File: src/rtl/cdm_pkg.sv
// ---------------------------------------------------------------------------
// cdm_pkg
// Shared definitions for the layer-memory (CDM) port arbiter:
//   - default address / data / select widths of the CDM port
//   - CSEL encodings of the memory banks behind the port
//   - requester identifiers
//   - sel_legal(): tells whether a select value addresses a real bank
// ---------------------------------------------------------------------------
package cdm_pkg;

    localparam int CDM_AW = 12;  // memory address width
    localparam int CDM_DW = 20;  // memory data width
    localparam int CDM_SW = 3;   // memory select width

    // Bank selects. CSEL_NONE doubles as the idle value of csel.
    localparam logic [CDM_SW-1:0] CSEL_NONE  = 3'd0;
    localparam logic [CDM_SW-1:0] CSEL_L0_K0 = 3'd1;
    localparam logic [CDM_SW-1:0] CSEL_L0_K1 = 3'd2;
    localparam logic [CDM_SW-1:0] CSEL_L1_K0 = 3'd3;
    localparam logic [CDM_SW-1:0] CSEL_L1_K1 = 3'd4;
    localparam logic [CDM_SW-1:0] CSEL_L2    = 3'd5;

    // Requester identifiers: r0 is the layer-0 conv/ReLU engine,
    // r1 the layer-1 max-pool engine.
    typedef enum logic {
        REQ_R0 = 1'b0,
        REQ_R1 = 1'b1
    } req_id_e;

    // Only CSEL_L0_K0..CSEL_L2 map to a bank; everything else is rejected.
    function automatic logic sel_legal(input logic [CDM_SW-1:0] sel);
        return (sel >= CSEL_L0_K0) && (sel <= CSEL_L2);
    endfunction

endpackage : cdm_pkg

File: src/rtl/rr_arb2.sv
// ---------------------------------------------------------------------------
// rr_arb2
// Two-way round-robin arbiter with ownership lock and a bounded hold counter.
//
// Ports:
//   clk      in   clock
//   reset    in   asynchronous, active-high reset
//   req_i    in   [1:0] request vector, bit n = requester n
//   lock_i   in   [1:0] lock vector, bit n = requester n wants to keep the port
//   gnt_o    out  [1:0] one-hot (or zero) grant vector, combinational
//   owner_o  out  id of the requester granted this cycle (0 when no grant)
//
// Rules:
//   - a single requester is always granted
//   - on contention the requester not granted last wins, unless the last
//     grantee is locking and has not yet used MAX_HOLD contested grants
//   - the hold counter counts consecutive locked grants to one owner while
//     the other side is waiting; it clears on owner change, lock drop or
//     when the other side goes idle
// ---------------------------------------------------------------------------
module rr_arb2 #(
    parameter int MAX_HOLD = 16
) (
    input  logic       clk,
    input  logic       reset,
    input  logic [1:0] req_i,
    input  logic [1:0] lock_i,
    output logic [1:0] gnt_o,
    output logic       owner_o
);

    localparam int HW = $clog2(MAX_HOLD + 1);

    // owner_q is the last grantee; owner_vld_q is clear until the first grant
    // after reset, which makes the round-robin pointer favour r0.
    logic          owner_q, owner_d;
    logic          owner_vld_q, owner_vld_d;
    logic [HW-1:0] hold_q, hold_d;

    logic          win;
    logic          hold_ok;

    assign hold_ok = hold_q < HW'(MAX_HOLD);

    // NOTE: every signal assigned in always_comb gets a default first, so no
    // path can leave it unassigned and infer a latch.
    always_comb begin
        win         = 1'b0;
        gnt_o       = 2'b00;
        owner_d     = owner_q;
        owner_vld_d = owner_vld_q;
        hold_d      = '0;

        unique case (req_i)
            2'b01: win = 1'b0;
            2'b10: win = 1'b1;
            2'b11: begin
                if (owner_vld_q && lock_i[owner_q] && hold_ok)
                    win = owner_q;
                else
                    win = owner_vld_q ? ~owner_q : 1'b0;
            end
            default: win = 1'b0;
        endcase

        if (req_i != 2'b00) begin
            gnt_o       = win ? 2'b10 : 2'b01;
            owner_d     = win;
            owner_vld_d = 1'b1;
            // A locked grant while the other side waits counts towards the
            // hold limit; the first such grant of a new owner counts as 1.
            if (lock_i[win] && req_i[~win]) begin
                if (owner_vld_q && (owner_q == win))
                    hold_d = hold_q + HW'(1);
                else
                    hold_d = HW'(1);
            end
        end
    end

    assign owner_o = win;

    // NOTE: sequential state is updated with non-blocking assignments only, so
    // every register samples the values from before the clock edge.
    always_ff @(posedge clk or posedge reset) begin
        if (reset) begin
            owner_q     <= 1'b0;
            owner_vld_q <= 1'b0;
            hold_q      <= '0;
        end else begin
            owner_q     <= owner_d;
            owner_vld_q <= owner_vld_d;
            hold_q      <= hold_d;
        end
    end

endmodule : rr_arb2

File: src/rtl/cdm_port_arbiter.sv
// ---------------------------------------------------------------------------
// cdm_port_arbiter
// Shares the single CDM layer-memory port between the layer-0 conv/ReLU
// engine (r0) and the layer-1 max-pool engine (r1). One command per cycle is
// accepted, registered onto the memory pins the following cycle, and read
// data is returned to the issuing requester two cycles after its grant.
//
// Ports:
//   clk, reset                     clock, asynchronous active-high reset
//   rN_req / rN_lock               command valid / keep-ownership request
//   rN_we, rN_sel, rN_addr,        command: 1 = write, bank select, address,
//   rN_wdata                         write data (held stable until rN_gnt)
//   rN_gnt                         command accepted this cycle (combinational)
//   rN_rvalid / rN_rdata           read return strobe / data (data holds)
//   cwr, crd, csel,                registered memory strobes and select
//   caddr_wr, cdata_wr, caddr_rd   registered memory addresses / write data
//   cdata_rd                       memory read data, captured the cycle crd=1
//   sel_err                        sticky: an illegal-sel command was accepted
// ---------------------------------------------------------------------------
module cdm_port_arbiter
    import cdm_pkg::*;
#(
    parameter int AW       = CDM_AW,
    parameter int DW       = CDM_DW,
    parameter int SW       = CDM_SW,
    parameter int MAX_HOLD = 16
) (
    input  logic          clk,
    input  logic          reset,

    input  logic          r0_req,
    input  logic          r0_lock,
    input  logic          r0_we,
    input  logic [SW-1:0] r0_sel,
    input  logic [AW-1:0] r0_addr,
    input  logic [DW-1:0] r0_wdata,
    output logic          r0_gnt,
    output logic          r0_rvalid,
    output logic [DW-1:0] r0_rdata,

    input  logic          r1_req,
    input  logic          r1_lock,
    input  logic          r1_we,
    input  logic [SW-1:0] r1_sel,
    input  logic [AW-1:0] r1_addr,
    input  logic [DW-1:0] r1_wdata,
    output logic          r1_gnt,
    output logic          r1_rvalid,
    output logic [DW-1:0] r1_rdata,

    output logic          cwr,
    output logic          crd,
    output logic [SW-1:0] csel,
    output logic [AW-1:0] caddr_wr,
    output logic [DW-1:0] cdata_wr,
    output logic [AW-1:0] caddr_rd,
    input  logic [DW-1:0] cdata_rd,
    output logic          sel_err
);

    // ------------------------------------------------------------------
    // Arbitration
    // ------------------------------------------------------------------
    logic [1:0] arb_gnt;
    logic [1:0] gnt;
    logic       owner;

    rr_arb2 #(
        .MAX_HOLD (MAX_HOLD)
    ) u_arb (
        .clk     (clk),
        .reset   (reset),
        .req_i   ({r1_req, r0_req}),
        .lock_i  ({r1_lock, r0_lock}),
        .gnt_o   (arb_gnt),
        .owner_o (owner)
    );

    // Grants are combinational, so they are masked while reset is held to
    // keep every output at 0 during reset.
    assign gnt    = arb_gnt & {2{~reset}};
    assign r0_gnt = gnt[0];
    assign r1_gnt = gnt[1];

    // ------------------------------------------------------------------
    // Selected command
    // ------------------------------------------------------------------
    logic          cmd_we;
    logic [SW-1:0] cmd_sel;
    logic [AW-1:0] cmd_addr;
    logic [DW-1:0] cmd_wdata;
    logic          accept;
    logic          legal;
    logic          issue;

    always_comb begin
        cmd_we    = r0_we;
        cmd_sel   = r0_sel;
        cmd_addr  = r0_addr;
        cmd_wdata = r0_wdata;
        if (owner) begin
            cmd_we    = r1_we;
            cmd_sel   = r1_sel;
            cmd_addr  = r1_addr;
            cmd_wdata = r1_wdata;
        end
    end

    assign accept = |gnt;
    assign legal  = sel_legal(cmd_sel);
    // An illegal-sel command is still accepted (the requester must not stall)
    // but it never reaches the memory.
    assign issue  = accept && legal;

    // ------------------------------------------------------------------
    // Memory command register (cycle after grant) and read return stage
    // ------------------------------------------------------------------
    logic          cwr_q, cwr_d;
    logic          crd_q, crd_d;
    logic [SW-1:0] csel_q, csel_d;
    logic [AW-1:0] caddr_wr_q, caddr_wr_d;
    logic [DW-1:0] cdata_wr_q, cdata_wr_d;
    logic [AW-1:0] caddr_rd_q, caddr_rd_d;
    req_id_e       rd_id_q, rd_id_d;
    logic          rv0_q, rv0_d;
    logic          rv1_q, rv1_d;
    logic [DW-1:0] rdata0_q, rdata0_d;
    logic [DW-1:0] rdata1_q, rdata1_d;
    logic          err_q, err_d;

    always_comb begin
        cwr_d      = issue && cmd_we;
        crd_d      = issue && !cmd_we;
        csel_d     = issue ? cmd_sel : SW'(CSEL_NONE);
        caddr_wr_d = (issue && cmd_we)  ? cmd_addr  : '0;
        cdata_wr_d = (issue && cmd_we)  ? cmd_wdata : '0;
        caddr_rd_d = (issue && !cmd_we) ? cmd_addr  : '0;
        rd_id_d    = req_id_e'(owner);
        err_d      = err_q | (accept && !legal);

        // crd_q marks the cycle the memory drives cdata_rd; the data is
        // captured for whoever issued that read and appears one cycle later.
        rv0_d    = crd_q && (rd_id_q == REQ_R0);
        rv1_d    = crd_q && (rd_id_q == REQ_R1);
        rdata0_d = rv0_d ? cdata_rd : rdata0_q;
        rdata1_d = rv1_d ? cdata_rd : rdata1_q;
    end

    // Reset clears the command register and the return stage together, which
    // aborts an in-flight command and any read return still pending.
    always_ff @(posedge clk or posedge reset) begin
        if (reset) begin
            cwr_q      <= 1'b0;
            crd_q      <= 1'b0;
            csel_q     <= '0;
            caddr_wr_q <= '0;
            cdata_wr_q <= '0;
            caddr_rd_q <= '0;
            rd_id_q    <= REQ_R0;
            rv0_q      <= 1'b0;
            rv1_q      <= 1'b0;
            rdata0_q   <= '0;
            rdata1_q   <= '0;
            err_q      <= 1'b0;
        end else begin
            cwr_q      <= cwr_d;
            crd_q      <= crd_d;
            csel_q     <= csel_d;
            caddr_wr_q <= caddr_wr_d;
            cdata_wr_q <= cdata_wr_d;
            caddr_rd_q <= caddr_rd_d;
            rd_id_q    <= rd_id_d;
            rv0_q      <= rv0_d;
            rv1_q      <= rv1_d;
            rdata0_q   <= rdata0_d;
            rdata1_q   <= rdata1_d;
            err_q      <= err_d;
        end
    end

    assign cwr       = cwr_q;
    assign crd       = crd_q;
    assign csel      = csel_q;
    assign caddr_wr  = caddr_wr_q;
    assign cdata_wr  = cdata_wr_q;
    assign caddr_rd  = caddr_rd_q;
    assign r0_rvalid = rv0_q;
    assign r1_rvalid = rv1_q;
    assign r0_rdata  = rdata0_q;
    assign r1_rdata  = rdata1_q;
    assign sel_err   = err_q;

endmodule : cdm_port_arbiter

File: config.mk
export PLATFORM = sky130hd
export DESIGN_NAME = cdm_port_arbiter
export DESIGN_NICKNAME = d
export VERILOG_FILES = /design/src/rtl/cdm_pkg.sv /design/src/rtl/rr_arb2.sv /design/src/rtl/cdm_port_arbiter.sv
export SDC_FILE = /design/constraint.sdc
export NUM_CORES = 1
export LEC_CHECK = 0
export BUFFER_PORTS_ARGS = -buffer_cell sky130_fd_sc_hd__buf_2
export CORE_MARGIN = 2
export CORE_UTILIZATION = 42
export DETAILED_ROUTE_END_ITERATION = 8
export PLACE_DENSITY = 0.76
export SLEW_MARGIN = 20
export SYNTH_ARGS = -nofsm -noshare
export SYNTH_HDL_FRONTEND = slang
export SYNTH_HIERARCHICAL = 1
export SYNTH_SLANG_ARGS = --single-unit
File: constraint.sdc
create_clock -name clk -period 2.7 [get_ports clk]
set_input_delay 0.27 -clock clk [delete_from_list [all_inputs] [get_ports clk]]
set_output_delay 0.27 -clock clk [all_outputs]
set_load 0.02 [all_outputs]
==> results_dict.tcl <==
set metrics [dict create \
    synth.most_common_cell "dfrtp_1" \
    hold_slack_ps 137 \
    gp_congestion 0.779 \
    setup_viol 0 \
    area_growth_syn_to_layout_pct 31.2 \
    vias_per_cell 4.81 \
    grt_setup_unrepaired "no" \
    path_max_fanout 13 \
    cap_violations 0 \
    min_to "r0_rdata[15]" \
    htreeDepth 3 \
    antenna_found_initial 0 \
    postSynthCellCount 298 \
    cts_hold_buf 1 \
    r2r_start "u_arb/owner_q" \
    async_flop_share_pct 100 \
    cts_root_buf "clkbuf_8" \
    worstHoldStart "cdata_rd[15]" \
    grt_overflow_total 0 \
    synth.top_cells.by_count "dfrtp_1, mux2_1, mux2i_1, nor3_2, nor3_1" \
    synth_top_area_cell "dfrtp_1" \
    worstHoldPathType "in -> reg" \
    grt_pass1_wl_um 15700 \
    arrival_ps 2750 \
    ys_ff_latch 100 \
    cts.sinks 100 \
    fin_nets 590 \
    io_pins 192 \
    finalSetupTns_ps 0 \
    outcome "complete, no violations" \
    skew_ps 6.83 \
    start_kind "flip-flop" \
    cp.required_ps 2960 \
    rows 36 \
    synth_edf_count 0 \
    syn_avg_cell_area_um2 14.1 \
    power_mw 3.92 \
    clk_pin_slew_worst_paths_ps 90 \
    synthFlopType "dfrtp_1" \
    die_area_mm2 0.0108 \
    grt_max_degree 52 \
    port_buffers 191 \
    period_share_pct 92.3 \
    core_area_mm2 0.00977 \
    cts_setup_buffers 0 \
    reg2reg_to "caddr_rd[11]" \
    end_kind "flip-flop" \
    fmax_mhz 401 \
    dp_hpwl_um 7210 \
    worst_r2r_path_depth 6 \
    vias 3024 \
    crit_type "reg -> reg" \
    synth_warnings 6 \
    drtAntennaViolNets 0 \
    clock_latency_ps 350 \
    cts_max_path_buffers 2 \
    final_hold_viol_count 0 \
    worst_pin_slew_ps 988 \
    grt_pass1_vias 3160 \
    drv_slew 0 \
    slew_headroom_pct 33.9 \
    ctsResizeCount 0 \
    syn_area_mm2 0.00421 \
    cts_tree "done" \
    numCtsBuffers 9 \
    synth_cell_types 38 \
    power_density_mw_per_mm2 710 \
    p_leak_nw 2.82 \
    routed_wl_um 9560 \
    ff2ff_setup_slack_ps 210 \
    wl_per_cell_um 15.2 \
    first_pass_iters 4 \
    drc 0 \
    antenna_cells 0 \
    synth_fp_nets 397 \
    dieWidth_um 104 \
    netlist_top_cells_area "dfrtp_1, mux2_1, mux2i_1" \
    ir_worst_vdd_mv 0.363 \
    drt_iter0_drc 153 \
    finalCriticalPeriod_ps 2490 \
    synth_top_cell_area_share_pct 59.4 \
    drive_gt1_share_pct 51.8 \
    yosysSeqAreaShare_pct 59.4 \
    final_core_util_pct 56.5 \
    die_height_um 104 \
    start_util_pct 43.1 \
    holdPathStages 2 \
    grt_usage_pct 18.2 \
]
==> layout make-up <==
type	count	area, um^2
flip-flops and latches	100	2500
clock buffers	12	155
repair buffers	200	1070
clock inverters	4	30.0
multi-input cells	172	1570
fillers	848	4250
well taps	133	166
inverters	8	32.5
==> metal layers <==
metal	share of wire (%)	track usage, %	wire length (um)
met1	43	23.2	4120
met3	6.9	4.76	655
met4	1.7	5.60	160
met5	0	0	0
met2	48	30.5	4630
==> flip-flops by register name, indices dropped and copies added (netlist names) <==
signal,flops
r1_rdata,20
u_arb/owner_vld_q,1
rd_id_q,1
csel,3
sel_err,1
caddr_wr,12
crd,1
r0_rvalid,1
r1_rvalid,1
u_arb/hold_q,5
r0_rdata,20
cdata_wr,20
caddr_rd,12
cwr,1
u_arb/owner_q,1
==> placed cells by master (no fill, tap or decap), types with 2 or more instances in the layout <==
cell      Yosys  routed
mux2i_1      34      34
nor2b_1       2       2
nor3_1       17      17
inv_6         0       2
nor2_1        9       9
buf_2         7     191
inv_2         2       2
mux2_1       41      41
inv_1         6       5
buf_12        0       2
mux2i_4       2       2
nand3_1       4       4
buf_4         3       5
nand2_1       4       4
nor3_2       28      28
clkbuf_8      0      11
a21oi_1       4       4
dfrtp_1     100     100
nand2b_1      4       3
xnor2_1       2       2
==> metrics by stage <==
stage	instances	worst slack [ps]	instance area, um^2
floorplan	298	9.69	4210
global placement	611	219	5300
detailed placement	611	57.1	5300
CTS	628	63.3	5490
global route	629	20.4	5520
finish	629	207	5520
==> worst max path at each step <==
stage / start / endpoint / slack [ps] / cells after the start
6_report: u_arb/owner_q / caddr_rd[11] / 210 / 6
3_5_place_dp: u_arb/owner_q / cdata_wr[0] / 60 / 6
3_3_place_gp: u_arb/owner_q / cdata_wr[1] / 220 / 6
5_1_grt: u_arb/owner_q / caddr_rd[11] / 20 / 6
2_1_floorplan: reset / caddr_rd[0] / 10 / 1
4_1_cts: u_arb/owner_q / caddr_wr[11] / 60 / 6
==> cell families after synthesis <==
kind of cell | count (synthesis) | synth area share (%)
flip-flops | 100 | 59.4
multiplexers | 78 | 20.4
AND/OR/NAND/NOR | 75 | 12.7
buffers and inverters | 26 | 3.68
AO/OA/AOI/OAI | 15 | 2.91
XOR/XNOR | 3 | 0.624
adder cells (fa/ha/maj) | 1 | 0.297
==> critical path, cell delays in order, from the launching register on <==
cell      delay (ps)
dfrtp_1          470
nand2b_1         180
o21ai_1          280
o21a_2           340
mux2i_4          390
o211ai_2         450
nor3_1           300
==> report_power, final <==
part           switching (mW)  internal (mW)  leakage [nW]
clock                   0.494          0.392        0.0934
combinational           0.703          0.447          1.44
sequential              0.123           1.76          1.28
total                    1.32           2.60          2.82
(Power assumes the default switching activity.)
